File: src/rtl/axi_lite_cmd_master_if.sv
// AXI4-Lite bus bundle between the command master and its responder.
// The master modport is the initiator side; the slave modport is the responder side.
interface axi_lite_cmd_master_if #(
  parameter int ADDR_WIDTH = 32,
  parameter int DATA_WIDTH = 32
);
  logic [ADDR_WIDTH-1:0]   awaddr;
  logic                    awvalid;
  logic                    awready;
  logic [DATA_WIDTH-1:0]   wdata;
  logic [DATA_WIDTH/8-1:0] wstrb;
  logic                    wvalid;
  logic                    wready;
  logic                    bvalid;
  logic [1:0]              bresp;
  logic                    bready;
  logic [ADDR_WIDTH-1:0]   araddr;
  logic                    arvalid;
  logic                    arready;
  logic [DATA_WIDTH-1:0]   rdata;
  logic                    rvalid;
  logic [1:0]              rresp;
  logic                    rready;

  modport master (
    output awaddr, awvalid, input awready,
    output wdata, wstrb, wvalid, input wready,
    input  bvalid, bresp, output bready,
    output araddr, arvalid, input arready,
    input  rdata, rvalid, rresp, output rready
  );

  modport slave (
    input  awaddr, awvalid, output awready,
    input  wdata, wstrb, wvalid, output wready,
    output bvalid, bresp, input bready,
    input  araddr, arvalid, output arready,
    output rdata, rvalid, rresp, input rready
  );
endinterface

File: src/rtl/axi_lite_cmd_master.sv
// Single-outstanding AXI4-Lite initiator driven by a cmd/rsp handshake.
// Optional watchdog enabled by defining AXI_MASTER_TIMEOUT_EN.
module axi_lite_cmd_master #(
  parameter int ADDR_WIDTH     = 32,
  parameter int DATA_WIDTH     = 32,
  parameter int TIMEOUT_CYCLES = 256
) (
  input  logic                    clk,
  input  logic                    rst,
  input  logic                    cmd_valid,
  output logic                    cmd_ready,
  input  logic                    cmd_write,
  input  logic [ADDR_WIDTH-1:0]   cmd_addr,
  input  logic [DATA_WIDTH-1:0]   cmd_wdata,
  input  logic [DATA_WIDTH/8-1:0] cmd_wstrb,
  output logic                    rsp_valid,
  input  logic                    rsp_ready,
  output logic [DATA_WIDTH-1:0]   rsp_rdata,
  output logic [1:0]              rsp_resp,
  output logic                    rsp_timeout,
  axi_lite_cmd_master_if.master   axi
);

  typedef enum logic [2:0] {
    IDLE    = 3'd0,
    WR      = 3'd1,
    WR_RESP = 3'd2,
    RD_ADDR = 3'd3,
    RD_DATA = 3'd4,
    RSP     = 3'd5
  } state_t;

  if (TIMEOUT_CYCLES < 2) begin : g_bad_timeout
    $error("TIMEOUT_CYCLES must be at least 2");
  end

  state_t                  state_reg;
  logic                    cmd_ready_reg;
  logic [ADDR_WIDTH-1:0]   addr_reg;
  logic [DATA_WIDTH-1:0]   wdata_reg;
  logic [DATA_WIDTH/8-1:0] wstrb_reg;
  logic                    awvalid_reg;
  logic                    wvalid_reg;
  logic                    aw_done_reg;
  logic                    w_done_reg;
  logic                    bready_reg;
  logic                    arvalid_reg;
  logic                    rready_reg;
  logic                    rsp_valid_reg;
  logic [DATA_WIDTH-1:0]   rsp_rdata_reg;
  logic [1:0]              rsp_resp_reg;
  logic                    rsp_timeout_reg;

  logic aw_fire;
  logic w_fire;
  logic ar_fire;
  logic busy;
  logic step_done;
  logic timeout_hit;

  assign aw_fire = awvalid_reg && axi.awready;
  assign w_fire  = wvalid_reg && axi.wready;
  assign ar_fire = arvalid_reg && axi.arready;
  assign busy    = (state_reg == WR) || (state_reg == WR_RESP) ||
                   (state_reg == RD_ADDR) || (state_reg == RD_DATA);

  // Current state's exit handshake; a real handshake beats the watchdog.
  always_comb begin
    step_done = 1'b0;
    case (state_reg)
      WR:      step_done = (aw_done_reg || aw_fire) && (w_done_reg || w_fire);
      WR_RESP: step_done = axi.bvalid;
      RD_ADDR: step_done = ar_fire;
      RD_DATA: step_done = axi.rvalid;
      default: step_done = 1'b0;
    endcase
  end

`ifdef AXI_MASTER_TIMEOUT_EN
  localparam int TW = $clog2(TIMEOUT_CYCLES) + 1;
  logic [TW-1:0] timer_reg;

  assign timeout_hit = (timer_reg == TW'(TIMEOUT_CYCLES - 1));

  always_ff @(posedge clk or posedge rst) begin
    if (rst) begin
      timer_reg <= '0;
    end else if (state_reg == IDLE) begin
      timer_reg <= '0;
    end else if (busy) begin
      timer_reg <= timer_reg + 1'b1;
    end
  end
`else
  assign timeout_hit = 1'b0;
`endif

  always_ff @(posedge clk or posedge rst) begin
    if (rst) begin
      state_reg       <= IDLE;
      cmd_ready_reg   <= 1'b0;
      addr_reg        <= '0;
      wdata_reg       <= '0;
      wstrb_reg       <= '0;
      awvalid_reg     <= 1'b0;
      wvalid_reg      <= 1'b0;
      aw_done_reg     <= 1'b0;
      w_done_reg      <= 1'b0;
      bready_reg      <= 1'b0;
      arvalid_reg     <= 1'b0;
      rready_reg      <= 1'b0;
      rsp_valid_reg   <= 1'b0;
      rsp_rdata_reg   <= '0;
      rsp_resp_reg    <= 2'b00;
      rsp_timeout_reg <= 1'b0;
    end else if (busy && timeout_hit && !step_done) begin
      awvalid_reg     <= 1'b0;
      wvalid_reg      <= 1'b0;
      arvalid_reg     <= 1'b0;
      bready_reg      <= 1'b0;
      rready_reg      <= 1'b0;
      rsp_valid_reg   <= 1'b1;
      rsp_rdata_reg   <= '0;
      rsp_resp_reg    <= 2'b10;
      rsp_timeout_reg <= 1'b1;
      state_reg       <= RSP;
    end else begin
      case (state_reg)
        IDLE: begin
          if (cmd_ready_reg && cmd_valid) begin
            cmd_ready_reg <= 1'b0;
            addr_reg      <= cmd_addr;
            wdata_reg     <= cmd_wdata;
            wstrb_reg     <= cmd_wstrb;
            aw_done_reg   <= 1'b0;
            w_done_reg    <= 1'b0;
            if (cmd_write) begin
              awvalid_reg <= 1'b1;
              wvalid_reg  <= 1'b1;
              state_reg   <= WR;
            end else begin
              arvalid_reg <= 1'b1;
              state_reg   <= RD_ADDR;
            end
          end else begin
            cmd_ready_reg <= 1'b1;
          end
        end
        WR: begin
          if (aw_fire) begin
            awvalid_reg <= 1'b0;
            aw_done_reg <= 1'b1;
          end
          if (w_fire) begin
            wvalid_reg <= 1'b0;
            w_done_reg <= 1'b1;
          end
          if (step_done) begin
            bready_reg <= 1'b1;
            state_reg  <= WR_RESP;
          end
        end
        WR_RESP: begin
          if (axi.bvalid) begin
            bready_reg      <= 1'b0;
            rsp_valid_reg   <= 1'b1;
            rsp_rdata_reg   <= '0;
            rsp_resp_reg    <= axi.bresp;
            rsp_timeout_reg <= 1'b0;
            state_reg       <= RSP;
          end
        end
        RD_ADDR: begin
          if (ar_fire) begin
            arvalid_reg <= 1'b0;
            rready_reg  <= 1'b1;
            state_reg   <= RD_DATA;
          end
        end
        RD_DATA: begin
          if (axi.rvalid) begin
            rready_reg      <= 1'b0;
            rsp_valid_reg   <= 1'b1;
            rsp_rdata_reg   <= axi.rdata;
            rsp_resp_reg    <= axi.rresp;
            rsp_timeout_reg <= 1'b0;
            state_reg       <= RSP;
          end
        end
        RSP: begin
          // cmd_ready rises together with the return to IDLE, one cycle after rsp_ready.
          if (rsp_ready) begin
            rsp_valid_reg <= 1'b0;
            cmd_ready_reg <= 1'b1;
            state_reg     <= IDLE;
          end
        end
        default: state_reg <= IDLE;
      endcase
    end
  end

  assign cmd_ready   = cmd_ready_reg;
  assign rsp_valid   = rsp_valid_reg;
  assign rsp_rdata   = rsp_rdata_reg;
  assign rsp_resp    = rsp_resp_reg;
  assign rsp_timeout = rsp_timeout_reg;

  assign axi.awaddr  = addr_reg;
  assign axi.awvalid = awvalid_reg;
  assign axi.wdata   = wdata_reg;
  assign axi.wstrb   = wstrb_reg;
  assign axi.wvalid  = wvalid_reg;
  assign axi.bready  = bready_reg;
  assign axi.araddr  = addr_reg;
  assign axi.arvalid = arvalid_reg;
  assign axi.rready  = rready_reg;

endmodule

File: src/flat_wrapper.sv
// flat-port wrapper written by rule: the top's interface ports become plain ports
module axi_lite_cmd_master_flat 
#(
  parameter int ADDR_WIDTH     = 32,
  parameter int DATA_WIDTH     = 32,
  parameter int TIMEOUT_CYCLES = 256
)
  (clk, rst, cmd_valid, cmd_ready, cmd_write, cmd_addr, cmd_wdata, cmd_wstrb, rsp_valid, rsp_ready, rsp_rdata, rsp_resp, rsp_timeout, axi_awaddr, axi_awvalid, axi_awready, axi_wdata, axi_wstrb, axi_wvalid, axi_wready, axi_bvalid, axi_bresp, axi_bready, axi_araddr, axi_arvalid, axi_arready, axi_rdata, axi_rvalid, axi_rresp, axi_rready);
  axi_lite_cmd_master_if #(.ADDR_WIDTH(ADDR_WIDTH), .DATA_WIDTH(DATA_WIDTH)) axi_i ();
  input  logic clk;
  input  logic rst;
  input  logic cmd_valid;
  output logic cmd_ready;
  input  logic cmd_write;
  input  logic [ADDR_WIDTH-1:0] cmd_addr;
  input  logic [DATA_WIDTH-1:0] cmd_wdata;
  input  logic [DATA_WIDTH/8-1:0] cmd_wstrb;
  output logic rsp_valid;
  input  logic rsp_ready;
  output logic [DATA_WIDTH-1:0] rsp_rdata;
  output logic [1:0] rsp_resp;
  output logic rsp_timeout;
  output wire logic [$bits(axi_i.awaddr)-1:0] axi_awaddr;
  output wire logic [$bits(axi_i.awvalid)-1:0] axi_awvalid;
  input wire logic [$bits(axi_i.awready)-1:0] axi_awready;
  output wire logic [$bits(axi_i.wdata)-1:0] axi_wdata;
  output wire logic [$bits(axi_i.wstrb)-1:0] axi_wstrb;
  output wire logic [$bits(axi_i.wvalid)-1:0] axi_wvalid;
  input wire logic [$bits(axi_i.wready)-1:0] axi_wready;
  input wire logic [$bits(axi_i.bvalid)-1:0] axi_bvalid;
  input wire logic [$bits(axi_i.bresp)-1:0] axi_bresp;
  output wire logic [$bits(axi_i.bready)-1:0] axi_bready;
  output wire logic [$bits(axi_i.araddr)-1:0] axi_araddr;
  output wire logic [$bits(axi_i.arvalid)-1:0] axi_arvalid;
  input wire logic [$bits(axi_i.arready)-1:0] axi_arready;
  input wire logic [$bits(axi_i.rdata)-1:0] axi_rdata;
  input wire logic [$bits(axi_i.rvalid)-1:0] axi_rvalid;
  input wire logic [$bits(axi_i.rresp)-1:0] axi_rresp;
  output wire logic [$bits(axi_i.rready)-1:0] axi_rready;
  assign axi_awaddr = axi_i.awaddr;
  assign axi_awvalid = axi_i.awvalid;
  assign axi_i.awready = axi_awready;
  assign axi_wdata = axi_i.wdata;
  assign axi_wstrb = axi_i.wstrb;
  assign axi_wvalid = axi_i.wvalid;
  assign axi_i.wready = axi_wready;
  assign axi_i.bvalid = axi_bvalid;
  assign axi_i.bresp = axi_bresp;
  assign axi_bready = axi_i.bready;
  assign axi_araddr = axi_i.araddr;
  assign axi_arvalid = axi_i.arvalid;
  assign axi_i.arready = axi_arready;
  assign axi_i.rdata = axi_rdata;
  assign axi_i.rvalid = axi_rvalid;
  assign axi_i.rresp = axi_rresp;
  assign axi_rready = axi_i.rready;
  axi_lite_cmd_master #(.ADDR_WIDTH(ADDR_WIDTH), .DATA_WIDTH(DATA_WIDTH), .TIMEOUT_CYCLES(TIMEOUT_CYCLES)) u_core (.clk(clk), .rst(rst), .cmd_valid(cmd_valid), .cmd_ready(cmd_ready), .cmd_write(cmd_write), .cmd_addr(cmd_addr), .cmd_wdata(cmd_wdata), .cmd_wstrb(cmd_wstrb), .rsp_valid(rsp_valid), .rsp_ready(rsp_ready), .rsp_rdata(rsp_rdata), .rsp_resp(rsp_resp), .rsp_timeout(rsp_timeout), .axi(axi_i));
endmodule
File: config.mk
export PLATFORM = sky130hd
export DESIGN_NAME = axi_lite_cmd_master_flat
export DESIGN_NICKNAME = d
export VERILOG_FILES = /design/src/rtl/axi_lite_cmd_master_if.sv /design/src/rtl/axi_lite_cmd_master.sv /design/src/flat_wrapper.sv
export SDC_FILE = /design/constraint.sdc
export NUM_CORES = 1
export LEC_CHECK = 0
export BUFFER_PORTS_ARGS = -buffer_cell sky130_fd_sc_hd__buf_2
export CAP_MARGIN = 10
export CELL_PAD_IN_SITES_DETAIL_PLACEMENT = 1
export CELL_PAD_IN_SITES_GLOBAL_PLACEMENT = 2
export CORE_ASPECT_RATIO = 1.2
export CORE_MARGIN = 4
export CORE_UTILIZATION = 29
export CTS_CLUSTER_DIAMETER = 120
export DETAILED_ROUTE_END_ITERATION = 10
export PLACE_DENSITY_LB_ADDON = 0.1
export SYNTH_ARGS = -nofsm -noshare
export SYNTH_HDL_FRONTEND = slang
export SYNTH_SLANG_ARGS = --single-unit
File: constraint.sdc
create_clock -name clk -period 3.75 [get_ports clk]
set_input_delay 0 -clock clk [delete_from_list [all_inputs] [get_ports clk]]
set_output_delay 0 -clock clk [all_outputs]
set_load 0.005 [all_outputs]
==> results.json <==
{
  "tightest_slew_ps": 1030,
  "p_int_mw": 4.14,
  "swShare_pct": 31.8,
  "die_w_um": 129,
  "final_cells": 905,
  "antenna_cells": 0,
  "combPwrFrac_pct": 39.1,
  "cellPowerDensity_mw_per_mm2": 776,
  "ant_nets": 0,
  "antenna_found_initial": 1,
  "clock-sinks": 114,
  "skew_ps": 7.20,
  "p_switching_mw": 1.93,
  "synth-seq-cells": 114,
  "hold_viol_final": 0,
  "cts.reportedPaths.clkPinSlew_ps": 60,
  "hp-class": "input port to flop",
  "crit_required_ps": 4040,
  "vias": 4054,
  "clk_latency_ps": 410,
  "fin_crit_sh_pct": 65.1,
  "syn_area_mm2": 0.00507,
  "place_ws_ps": 1330,
  "clockPowerShare_pct": 24.7,
  "min_period_ps": 2440,
  "grt_pass1_vias": 4562,
  "ys_seq_area_share_pct": 56.3,
  "outcome": "complete, no violations",
  "ys_warn_count": 0,
  "cts_buffers": 17,
  "grt_setup_unrepaired": "false",
  "grt_pass1_wl_mm": 25.6,
  "synth_area_per_cell_um2": 14.9,
  "layout-drive-gt1-share_pct": 52.8,
  "cap_viol_max_count": 0,
  "grt_usage_pct": 16.8,
  "peakVddDrop_mv": 0.325,
  "cts_tree": "built",
  "initial_core_util_pct": 29.8,
  "fp.dieH_um": 153,
  "rows": 52,
  "cts_resized": 0,
  "fmax_mhz": 410,
  "wl_per_cell_um": 18.0,
  "n_fill_cell": 1819,
  "setup_viol": 0,
  "cp-start-kind": "flop",
  "cts.path.max_buffers": 2,
  "grt_overflow": 0,
  "remaining_drc_errors": 0,
  "drt-vias-per-instance": 4.48,
  "drt_iter0_markers": 159,
  "syn-num-nets": 453,
  "detailed_place_hpwl_mm": 11.2,
  "routed_wl_mm": 16.3,
  "seqPwrFrac_pct": 36.2,
  "synthCells": 339,
  "h-tree-depth": 4,
  "grt_max_degree": 80,
  "slew_violations": 0,
  "p_leak_nw": 4.01,
  "area.growth.synth_to_final_pct": 54.6,
  "place.gp.congestion": 0.787,
  "cts-root-buf": "clkbuf_16",
  "io_buffers": 254,
  "io_pins": 256,
  "worst_ep_arrival_time_ps": 2730,
  "slew_headroom_pct": 31.3,
  "final.setup.tns_ps": 0,
  "netlist-cell-type-count": 36,
  "drt_first_pass_iters": 4,
  "seqCellArea_mm2": 0.00285,
  "cp-end-kind": "flop",
  "multi_input_area_mm2": 0.00169,
  "critical_path_class": "flop to flop",
  "setup_slack_ps": 1310,
  "post-place-cells": 761,
  "die-area_mm2": 0.0197,
  "path_max_fanout": 38,
  "finalNetCount": 790,
  "design.core.area_mm2": 0.0170
}
[cell usage in the layout, fill, tap and decap left out, types with 2 or more instances in the layout]
| master | Yosys | routed |
|---|---|---|
| a21oi_1 | 13 | 13 |
| a22o_1 | 32 | 32 |
| a31oi_1 | 2 | 2 |
| and3_1 | 2 | 2 |
| buf_2 | 4 | 254 |
| buf_4 | 33 | 4 |
| clkbuf_16 | 0 | 17 |
| clkinv_2 | 0 | 6 |
| clkinvlp_4 | 0 | 5 |
| dfrtp_1 | 114 | 114 |
| dlygate4sd3_1 | 0 | 112 |
| inv_1 | 6 | 5 |
| mux2_4 | 68 | 68 |
| mux2i_1 | 3 | 3 |
| nand2_1 | 8 | 8 |
| nand3_1 | 3 | 3 |
| nand3b_1 | 2 | 2 |
| nor2_1 | 8 | 8 |
| o21ai_0 | 5 | 5 |
| o21ai_1 | 3 | 3 |
[power by group through the flow]
stage | combinational [mW] | sequential (mW) | clock [mW]
CTS | 2.42 | 2.21 | 1.56
global route | 2.59 | 2.29 | 1.62
global placement | 2.27 | 2.19 | 0
detailed placement | 2.30 | 2.22 | 0
floorplan | 1.62 | 2.17 | 0
finish | 2.37 | 2.20 | 1.50
[worst paths after layout]
path                                startpoint              endpoint  slack [ps]  depth (start not counted)
max                        u_core.state_reg[2]  u_core.axi.araddr[6]        1310                          4
min in group asynchronous                  rst  u_core.axi.araddr[1]         400                          3
min reg2reg                 u_core.rsp_resp[0]    u_core.rsp_resp[0]         480                          2
min                                  cmd_valid    u_core.aw_done_reg          30                          4
max reg2reg                u_core.state_reg[2]  u_core.axi.araddr[6]        1310                          4
max in group asynchronous                  rst   u_core.rsp_rdata[4]        2470                          4
[kinds of logic after synthesis]
family,count (synthesis),share of synthesized area (%)
AOI/OAI and AO/OA,61,8.82
buffers and inverters,59,10.4
DFF,114,56.3
muxes,72,21.0
other,1,0.0740
and+or+nand+nor,32,3.46
[synthesized netlist by cell type]
master | number | share of area (%)
o21ai_0 | 5 | 0.49
nand3_1 | 3 | 0.30
a31oi_1 | 2 | 0.25
nand3b_1 | 2 | 0.30
a22o_1 | 32 | 5.5
nor2_1 | 8 | 0.59
buf_6 | 6 | 1.3
nand2_1 | 8 | 0.59
a21o_1 | 1 | 0.15
o21bai_1 | 1 | 0.15
nand4_1 | 1 | 0.12
mux2_4 | 68 | 20
a21bo_2 | 1 | 0.20
nor2b_1 | 1 | 0.12
inv_1 | 6 | 0.44
a211o_1 | 1 | 0.17
and3_1 | 2 | 0.25
nor4_1 | 1 | 0.12
conb_1 | 1 | 0.074
o211ai_1 | 1 | 0.15
mux2_1 | 1 | 0.22
buf_12 | 8 | 3.2
a21oi_1 | 13 | 1.3
clkbuf_1 | 2 | 0.15
nor2_4 | 1 | 0.22
buf_4 | 33 | 4.9
and3b_1 | 1 | 0.17
mux2i_1 | 3 | 0.59
nor4b_1 | 1 | 0.17
and4_4 | 1 | 0.22
a211oi_1 | 1 | 0.15
buf_2 | 4 | 0.40
nand2b_1 | 1 | 0.12
and3_2 | 1 | 0.15
o21ai_1 | 3 | 0.30
dfrtp_1 | 114 | 56
[per-layer routing]
metal | wire length, um | global-route usage, %
met1 | 6320 | 19.1
met5 | 13 | 0
met3 | 1170 | 5.05
met4 | 459 | 7.50
met2 | 8310 | 28.8
[final cells by class]
cell class              count  area share (%)
inverters                   6           0.319
flip-flops and latches    114            36.4
well taps                 216            3.45
multi-input cells         166            21.5
clock buffers              18            5.61
clock inverters            14            1.47
repair buffers            371            31.2
[critical path, stage by stage (launching register included)]
cell	delay (ps)
dfrtp_1	540
nor2_4	280
and4_4	750
buf_12	340
mux2_4	330
[stage by stage]
step	hold slack (ps)	cell area (um2)	util, %	total power [mW]
6_report	33.2	7830	46.1	6.08
5_1_grt	55.0	7830	46.1	6.50
4_1_cts	3.53	7830	46.1	6.19
3_5_place_dp	229	6160	36.3	4.51
3_3_place_gp	224	6160	36.3	4.46
2_1_floorplan	140	5070	-	3.79
[timing repair]
action | 4_1_cts | 5_1_grt
hold endpoints to repair | 187 | 0
buffers inserted | 0 | 0
hold buffers | 112 | 0
Power figures use the tool's default switching activity.
